--- src/rtl/deathrace_pkg.sv ---
`default_nettype none
// ============================================================================
// Module      : deathrace_pkg
// Description : Shared types, VGA bus layout and screen constants for the
//               Death Race sprite and game-logic blocks.
// Revision    : 1.0 - initial release
// ============================================================================
package deathrace_pkg;

    typedef enum logic [1:0] {
        ALIVE   = 2'd0,
        DEAD    = 2'd1,
        RESPAWN = 2'd2
    } grem_state_t;

    localparam int SCORE_W = 10;
    localparam int POS_W   = 11;
    localparam int OVL_W   = 8;

    // VGA timing bus: {vblnk, vsync, vcount[10:0], hblnk, hsync, hcount[10:0]}
    localparam int VGA_BUS_SIZE   = 26;
    localparam int VGA_HCOUNT_LSB = 0;
    localparam int VGA_HSYNC_BIT  = 11;
    localparam int VGA_HBLNK_BIT  = 12;
    localparam int VGA_VCOUNT_LSB = 13;
    localparam int VGA_VSYNC_BIT  = 24;
    localparam int VGA_VBLNK_BIT  = 25;

    localparam int SCREEN_X_MIN = 0;
    localparam int SCREEN_X_MAX = 799;
    localparam int SCREEN_Y_MIN = 0;
    localparam int SCREEN_Y_MAX = 599;

    function automatic logic [SCORE_W-1:0] score_sat_inc(
        input logic [SCORE_W-1:0] cur,
        input logic [SCORE_W-1:0] max_val
    );
        return (cur >= max_val) ? cur : cur + SCORE_W'(1);
    endfunction

endpackage
`default_nettype wire

--- src/rtl/frame_tick_gen.sv ---
`default_nettype none
// ============================================================================
// Module      : frame_tick_gen
// Description : Single-cycle start-of-frame strobe on the rising edge of vsync.
// Revision    : 1.0 - initial release
// ============================================================================
module frame_tick_gen (
    input  logic clk,
    input  logic reset,
    input  logic vsync,
    output logic frame_tick
);

    logic r_vsync_d;

    always_ff @(posedge clk) begin
        if (reset) begin
            r_vsync_d <= 1'b0;
        end else begin
            r_vsync_d <= vsync;
        end
    end

    assign frame_tick = vsync & ~r_vsync_d;

endmodule
`default_nettype wire

--- src/rtl/gremlin_hit_ctrl.sv ---
`default_nettype none
// ============================================================================
// Module      : gremlin_hit_ctrl
// Description : Car/gremlin collision counter, score keeper and respawn timer.
// Revision    : 1.0 - initial release
// ============================================================================
module gremlin_hit_ctrl
    import deathrace_pkg::*;
#(
    parameter int DEAD_FRAMES = 60,
    parameter int MIN_OVERLAP = 4,
    parameter int SCORE_MAX   = 999
) (
    input  logic                    clk,
    input  logic                    reset,
    input  logic [VGA_BUS_SIZE-1:0] vga_in,
    input  logic                    car_color,
    input  logic                    grem_color,
    input  logic [POS_W-1:0]        grem_xpos,
    input  logic [POS_W-1:0]        grem_ypos,
    output logic                    hit,
    output logic                    grem_dead,
    output logic                    grem,
    output logic [POS_W-1:0]        tomb_xpos,
    output logic [POS_W-1:0]        tomb_ypos,
    output logic [SCORE_W-1:0]      score
);

    localparam logic [1:0]         c_ST_ALIVE    = ALIVE;
    localparam logic [1:0]         c_ST_DEAD     = DEAD;
    localparam logic [1:0]         c_ST_RESPAWN  = RESPAWN;
    localparam logic [OVL_W-1:0]   c_DEAD_FRAMES = OVL_W'(DEAD_FRAMES);
    localparam logic [OVL_W-1:0]   c_MIN_OVERLAP = OVL_W'(MIN_OVERLAP);
    localparam logic [OVL_W-1:0]   c_OVL_MAX     = '1;
    localparam logic [SCORE_W-1:0] c_SCORE_MAX   = SCORE_W'(SCORE_MAX);

    logic w_vsync;
    logic w_hblnk;
    logic w_vblnk;
    logic w_frame_tick;
    logic w_pixel_ovl;
    logic w_kill;
    logic w_respawn;
    logic w_unused_vga;
    logic [1:0] w_state_nxt;

    logic [1:0]         r_state;
    logic [OVL_W-1:0]   r_ovl;
    logic [OVL_W-1:0]   r_dead_cnt;
    logic               r_armed;
    logic               r_hit;
    logic               r_grem;
    logic               r_grem_dead;
    logic [POS_W-1:0]   r_tomb_x;
    logic [POS_W-1:0]   r_tomb_y;
    logic [SCORE_W-1:0] r_score;

    assign w_vsync = vga_in[VGA_VSYNC_BIT];
    assign w_hblnk = vga_in[VGA_HBLNK_BIT];
    assign w_vblnk = vga_in[VGA_VBLNK_BIT];
    assign w_unused_vga = &{1'b0, vga_in[VGA_HBLNK_BIT-1:0],
                            vga_in[VGA_VSYNC_BIT-1:VGA_VCOUNT_LSB]};

    frame_tick_gen u_frame_tick_gen (
        .clk        (clk),
        .reset      (reset),
        .vsync      (w_vsync),
        .frame_tick (w_frame_tick)
    );

    assign w_pixel_ovl = ~w_hblnk & ~w_vblnk & car_color & grem_color;

    // r_armed stays low until the first tick so a partial frame after reset
    // can never produce a kill.
    assign w_kill    = (r_state == c_ST_ALIVE) & w_frame_tick & r_armed &
                       (r_ovl >= c_MIN_OVERLAP);
    assign w_respawn = (r_state == c_ST_DEAD) & w_frame_tick &
                       (r_dead_cnt == OVL_W'(1));

    always_comb begin
        w_state_nxt = r_state;
        case (r_state)
            c_ST_ALIVE:   if (w_kill)    w_state_nxt = c_ST_DEAD;
            c_ST_DEAD:    if (w_respawn) w_state_nxt = c_ST_RESPAWN;
            c_ST_RESPAWN: w_state_nxt = c_ST_ALIVE;
            default:      w_state_nxt = c_ST_ALIVE;
        endcase
    end

    // The tick clears the count and drops any pixel landing on that cycle.
    always_ff @(posedge clk) begin
        if (reset) begin
            r_ovl   <= '0;
            r_armed <= 1'b0;
        end else if (w_frame_tick) begin
            r_ovl   <= '0;
            r_armed <= 1'b1;
        end else if (w_pixel_ovl && (r_ovl != c_OVL_MAX)) begin
            r_ovl <= r_ovl + OVL_W'(1);
        end
    end

    always_ff @(posedge clk) begin
        if (reset) begin
            r_state     <= c_ST_ALIVE;
            r_dead_cnt  <= '0;
            r_hit       <= 1'b0;
            r_grem      <= 1'b0;
            r_grem_dead <= 1'b0;
            r_tomb_x    <= '0;
            r_tomb_y    <= '0;
            r_score     <= '0;
        end else begin
            r_state     <= w_state_nxt;
            r_hit       <= w_kill;
            r_grem      <= w_respawn;
            r_grem_dead <= (w_state_nxt != c_ST_ALIVE);
            if (w_kill) begin
                r_dead_cnt <= c_DEAD_FRAMES;
                r_tomb_x   <= grem_xpos;
                r_tomb_y   <= grem_ypos;
                r_score    <= score_sat_inc(r_score, c_SCORE_MAX);
            end else if ((r_state == c_ST_DEAD) && w_frame_tick &&
                         (r_dead_cnt != '0)) begin
                r_dead_cnt <= r_dead_cnt - OVL_W'(1);
            end
        end
    end

    assign hit       = r_hit;
    assign grem      = r_grem;
    assign grem_dead = r_grem_dead;
    assign tomb_xpos = r_tomb_x;
    assign tomb_ypos = r_tomb_y;
    assign score     = r_score;

endmodule
`default_nettype wire

--- config.mk ---
export PLATFORM = sky130hd
export DESIGN_NAME = gremlin_hit_ctrl
export DESIGN_NICKNAME = d
export VERILOG_FILES = /design/src/rtl/deathrace_pkg.sv /design/src/rtl/frame_tick_gen.sv /design/src/rtl/gremlin_hit_ctrl.sv
export SDC_FILE = /design/constraint.sdc
export NUM_CORES = 1
export LEC_CHECK = 0
export CORE_MARGIN = 5
export CORE_UTILIZATION = 40
export DETAILED_ROUTE_END_ITERATION = 6
export GPL_TIMING_DRIVEN = 0
export PLACE_DENSITY = 0.77
export SETUP_SLACK_MARGIN = 0.5
export SLEW_MARGIN = 20
export SYNTH_ARGS = -nofsm -noshare
export SYNTH_HDL_FRONTEND = slang
export SYNTH_SLANG_ARGS = --single-unit
--- constraint.sdc ---
create_clock -name clk -period 2.5 [get_ports clk]
set_input_delay 0.25 -clock clk [delete_from_list [all_inputs] [get_ports clk]]
set_output_delay 0.25 -clock clk [all_outputs]
set_load 0.05 [all_outputs]
## After elaboration in Yosys (flattened, before gate mapping)

Cells that the tools add are included.

| storage, ports and cells | value |
|---|---|
| flip-flop bits (word level) | 55 |
| bits in latches | 0 |
| RAM bits | 0 |
| memory bits (read-only) | 0 |
| bits of input ports | 52 |
| output and inout port bits | 35 |
| word-level logic and storage cells | 48 |
| memories kept | 0 |

| cells by class | value |
|---|---|
| add/sub/neg operators | 3 |
| $mul | 0 |
| div/mod/pow operators | 0 |
| $lt $le $gt $ge | 2 |
| equality and inequality tests | 3 |
| shift operators | 0 |
| mux-type cells | 5 |
| bitwise operators | 13 |
| reductions and logical operators | 10 |

Operators by type and width:

| kind | number |
|---|---|
| $mux 6 | 2 |
| $add 10x1->10 const B | 1 |
| $ge 10x10->1 const B | 1 |
| $and 1x1->1 | 9 |
| $add 8x1->8 const B | 1 |
| $eq 8x1->1 const B | 1 |
| $ge 8x3->1 const B | 1 |
| $ne 8x8->1 const B | 1 |
| $reduce_bool 8->1 | 1 |
| $sub 8x1->8 const B | 1 |
| $mux 2 | 2 |
| $not 1->1 | 4 |
| $pmux 2 s2 | 1 |
| $reduce_bool 2->1 | 2 |
| $reduce_or 2->1 | 2 |
| $logic_and 1x1->1 | 3 |
| $eq 2x1->1 const B | 1 |
| $logic_not 2->1 | 1 |
| $reduce_and 2->1 | 1 |

## Longest topological paths before layout

| depth | value |
|---|---|
| depth in word-level cells | 8 |
| gate-level depth with buffers | 7 |
| gate-level depth less buffers | 6 |

## Cells and area by module

Synthesis repeated with hierarchy kept, for this count alone.

| second synthesis, totals | value |
|---|---|
| cells, all modules | 279 |
| area total of the unflattened synthesis | 2583.7 µm² |

Modules (own cells, without submodules):

| module | times used | cells each | area an instance (µm²) | sequential area each (µm²) |
|---|---|---|---|---|
| gremlin_hit_ctrl | 1 | 276 | 2536.2 | 1081.0 |
| frame_tick_gen | 1 | 3 | 47.5 | 20.0 |

## Least setup slack after synthesis

Ideal clock, no wire load.

| timing path | value |
|---|---|
| path kind | register to register |
| start point | register r_score[0] (netlist: score[0]) |
| end point | register r_score[0] (netlist: score[0]) |
| setup time | 0.121 ns |
| arrival time | 1.725 ns |
| required time | 2.379 ns |
| path slack | 0.654 ns |
| cell stages (with the launch flop) | 6 |
| buffers on the path | 0 |
| period minus slack after synthesis | 1.846 ns |
| cells stage by stage | dfxtp_1 > ha_1 > nand2_1 > a211oi_1 > nor2_2 > mux2_4 |

| between the ends | value |
|---|---|
| longest elaborated chain between the ends | 3 |
| elaborated cells on any way between the ends | 4 |
| those cells by class | 1 x add/sub; 1 x order compare; 1 x bitwise; 1 x reduce/logical |

Ends and longest elaborated chain:

| element | RTL line | text |
|---|---|---|
| start, declared | gremlin_hit_ctrl.sv:56 | `logic [SCORE_W-1:0] r_score;` |
| start signal, assigned | gremlin_hit_ctrl.sv:122 | `r_score <= score_sat_inc(r_score, c_SCORE_MAX);` |
| $ge 10x10->1 | deathrace_pkg.sv:38 | `return (cur >= max_val) ? cur : cur + SCORE_W'(1);` |
| $not 1->1 (no source line) | n/a |  |
| $reduce_and 2->1 (no source line) | n/a |  |

Several ways; a longest one is shown, not always the timed one.
A chain may end at the register's enable or synchronous reset.

## Worst setup path in the final report

| timing path | value |
|---|---|
| start point | register r_ovl[2] |
| end point | register r_score[0] (netlist: score[0]) |

| between the ends | value |
|---|---|
| longest elaborated chain between the ends | 3 |

Ends and longest elaborated chain:

| element | RTL line | text |
|---|---|---|
| start, declared | gremlin_hit_ctrl.sv:48 | `logic [OVL_W-1:0] r_ovl;` |
| start signal, assigned | gremlin_hit_ctrl.sv:99 | `r_ovl <= r_ovl + OVL_W'(1);` |
| $ge 8x3->1 | gremlin_hit_ctrl.sv:76 | `(r_ovl >= c_MIN_OVERLAP);` |
| $and 1x1->1 | gremlin_hit_ctrl.sv:75 | `assign w_kill = (r_state == c_ST_ALIVE) & w_frame_tick & r_armed &` |
| $reduce_and 2->1 (no source line) | n/a |  |

Every way passes these cells.

==> key figures <==
STA
  • Final hold viol count: 0
  • Setup Viol. Count Final: 0
  • Max Clk Rate: 529.7 MHz
  • Final setup TNS: 0 ns
  • Final worst setup slack: 0.6121 ns
  • Max Slew Vio Count: 0
  • Final min period: 1.888 ns
  • Final worst path period share: 0.7552
  • RSZ-0062 raised after global routing: false
  • Slew at the pin closest to its max-slew limit: 0.5187 ns
  • Max-slew headroom: 0.6531
  • Layout Skew: 0.009560 ns

Power and ir drop
  • Maximum VDD drop: 0.2670 mV
  • P_leak: 1.160 nW
  • Power, Total: 1.647 mW
  • Pwr Density: 501.1 mW/mm2

Global route
  • First-pass GRT wire length: 8832 um
  • GRT Overall Usage: 0.1392
  • Vias in the first global route: 2040
  • Overflow after GRT: 0
  • Initial antenna violation count: 0
  • Pin count of the biggest net entering global routing: 18

CTS
  • Max clock buf depth: 2
  • Worst-path clk slew: 0.10 ns
  • CTS tree: done
  • CTS sink count: 55
  • Number of hold buffers added after CTS: 0
  • Worst-skew pair later-pin latency: 0.31 ns
  • Clock Tree Root: clkbuf_8
  • CTS H-tree lvls: 2
  • CTS Buf Count: 5

Detailed routing
  • Final antenna-violating net count: 0
  • DR iter-0 viols: 72
  • Wire length on met1: 2400 um
  • Routed WL per cell: 12.21 um
  • Max Used Layer: met4
  • Vias: 2149
  • Vias/cell: 4.998
  • Final WL: 5252 um
  • Met3 wire length: 305 um
  • First-pass DRT Iterations: 4
  • DRC: 0
  • Met2 wire length: 2530 um

Synthesis
  • Area contributors post-synth: dfxtp_1 (46%), nand2_1 (7.8%), a21oi_1 (6.9%), nor2_1 (3.3%), ha_1 (3.1%)
  • Mapped Avg Cell Area: 8.498 um2
  • Fraction of registers with async set/reset: 0
  • Ys flop type: dfxtp_1
  • Post-synth EDFFs: 0
  • Share of the synthesized area in the top cell type: 0.4579
  • Post-Syn Area: 0.002405 mm2
  • Syn_nets: 341
  • Post-synthesis cell type with the largest combined area: dfxtp_1
  • Synth warn: 0
  • Synth Register Bits: 55
  • Syn Inst Count: 283
  • Count of cell types in the netlist: 45
  • Sequential fraction of the synthesis area: 0.4579

Critical path
  • CP Launch Type: register
  • Peak fanout along the critical path: 7
  • Slowest stage delay, CP: 0.54 ns
  • Critical path depth in cells: 5
  • Critical path endpoint category: register
  • CP Class: register to register
  • Worst reg-to-reg path cell count: 5
  • CP max stage cell: or4_1
  • Buf+Inv Stages, Crit Path: 1
  • Arr. time, crit path: 2.09 ns
  • CP cell instances: or4_1, o211ai_1, buf_4, nor2_2, mux2_4
  • Critical Path RT: 2.71 ns
  • Top delay family on crit path: simple AND/OR/NAND/NOR gates

Die
  • Initial Util: 0.4086
  • DIE AREA: 0.007662 mm2
  • Die H: 87.54 um
  • IO Pins: 87
  • Std-Cell Rows: 28
  • Die X: 87.54 um
  • Core Region: 0.005886 mm2

Place
  • Placed Cells: 420
  • HPWL Detailed: 3936 um
  • Post-place setup slack: 0.3326 ns
  • GP Congestion: 0.7842
  • IO buf count: 62

Layout
  • Storage cell area: 0.001102 mm2
  • Fin cells: 430
  • Area occupied by multi-input gates: 0.001205 mm2
  • Nets: 412
  • Syn-to-layout area delta: 36.63%
  • Fillers: 543
  • Antenna cell count: 0
  • Ratio of cells with drive above 1 in the final layout: 0.08732

Flow run
  • Max_cap viols: 0

Outcome
  • Outcome: finished clean

Worst hold path
  • Worst hold path type: register to register
  • Worst hold stages: 2
-- cell usage after synthesis, types with 3 or more instances --
cell	number
and3_1	5
nor2b_1	10
mux2_2	4
nor2_1	21
o31ai_1	5
ha_1	6
nor3b_1	3
a211oi_1	3
clkbuf_1	5
nand4_1	10
nand2_1	50
buf_1	3
a21oi_1	33
nand2b_1	3
buf_4	3
o21ai_0	4
nand3_1	4
or4_1	6
inv_1	9
dfxtp_1	55
nor3_1	5
or3_1	5
-- through the flow --
stage               area (um2)  hold slack [ns]  utilization
detailed placement        3119           0.4467       0.5300
global placement          3119           0.4415       0.5300
CTS                       3256           0.4603       0.5531
finish                    3286           0.4574       0.5582
global route              3286           0.4745       0.5582
floorplan                 2405           0.3782            -
-- cell families after synthesis --
kind of cell	Yosys count	synth area share
and+or+nand+nor	131	0.2747
xor gates and xnor gates	4	0.01457
muxes	7	0.03538
adders and majority gates	6	0.03122
buffers and inverters	24	0.04682
AOI/OAI and AO/OA	56	0.1394
DFF	55	0.4579
-- layout make-up --
| type | instances | share of cell area |
|---|---|---|
| Buffer | 15 | 0.02399 |
| Clock buffer | 5 | 0.02094 |
| Clock inverter | 3 | 0.02056 |
| Inverter | 9 | 0.01028 |
| Multi-Input combinational cell | 204 | 0.3667 |
| Sequential cell | 55 | 0.3355 |
| Tap cell | 75 | 0.02856 |
| Timing Repair Buffer | 64 | 0.1935 |
-- registers in the layout, indices dropped and copies added (netlist names), 2 cells and up --
name / flops
tomb_xpos: 11
tomb_ypos: 11
r_state: 2
r_ovl: 8
r_dead_cnt: 8
score: 10
-- cells in the final DEF (no fill, tap or decap), types with 6 or more instances in the layout --
cell	count
dfxtp_1	54
or4_1	6
nand4_1	10
nand2_1	50
nor2b_1	10
ha_1	6
nor2_1	21
a21oi_1	33
clkdlybuf4s50_1	62
inv_1	9
-- power by group --
group | leakage, nW | switching (mW) | internal [mW]
Combinational | 0.652 | 0.0304 | 0.0466
Sequential | 0.444 | 0.00129 | 0.878
Clock | 0.0644 | 0.291 | 0.399
-- path summary, 6_finish.rpt --
check               startpoint  slack [ns]      endpoint
setup / recovery      r_ovl[2]        0.61      score[0]
hold / removal    tomb_xpos[8]        0.46  tomb_xpos[8]
setup reg to reg      r_ovl[2]        0.61      score[0]
hold reg to reg   tomb_xpos[8]        0.46  tomb_xpos[8]
-- metal layers --
metal | vias to the layer above | global-route usage
li1 | 1126 | -
met5 | - | 0
met4 | 0 | 0.03068
met1 | 975 | 0.1814
met3 | 4 | 0.03669
met2 | 44 | 0.2322
-- repair_timing --
action / CTS / global route
setup buffers: 0 / 2
gates resized for setup: 0 / 3
setup endpoints to repair: 0 / 15
-- tightest hold or removal path: stages (launching register included) --
cell and delay (ns):
dfxtp_1 0.32, nand2_1 0.05, a21oi_1 0.05
Power figures use the tool's default switching activity.
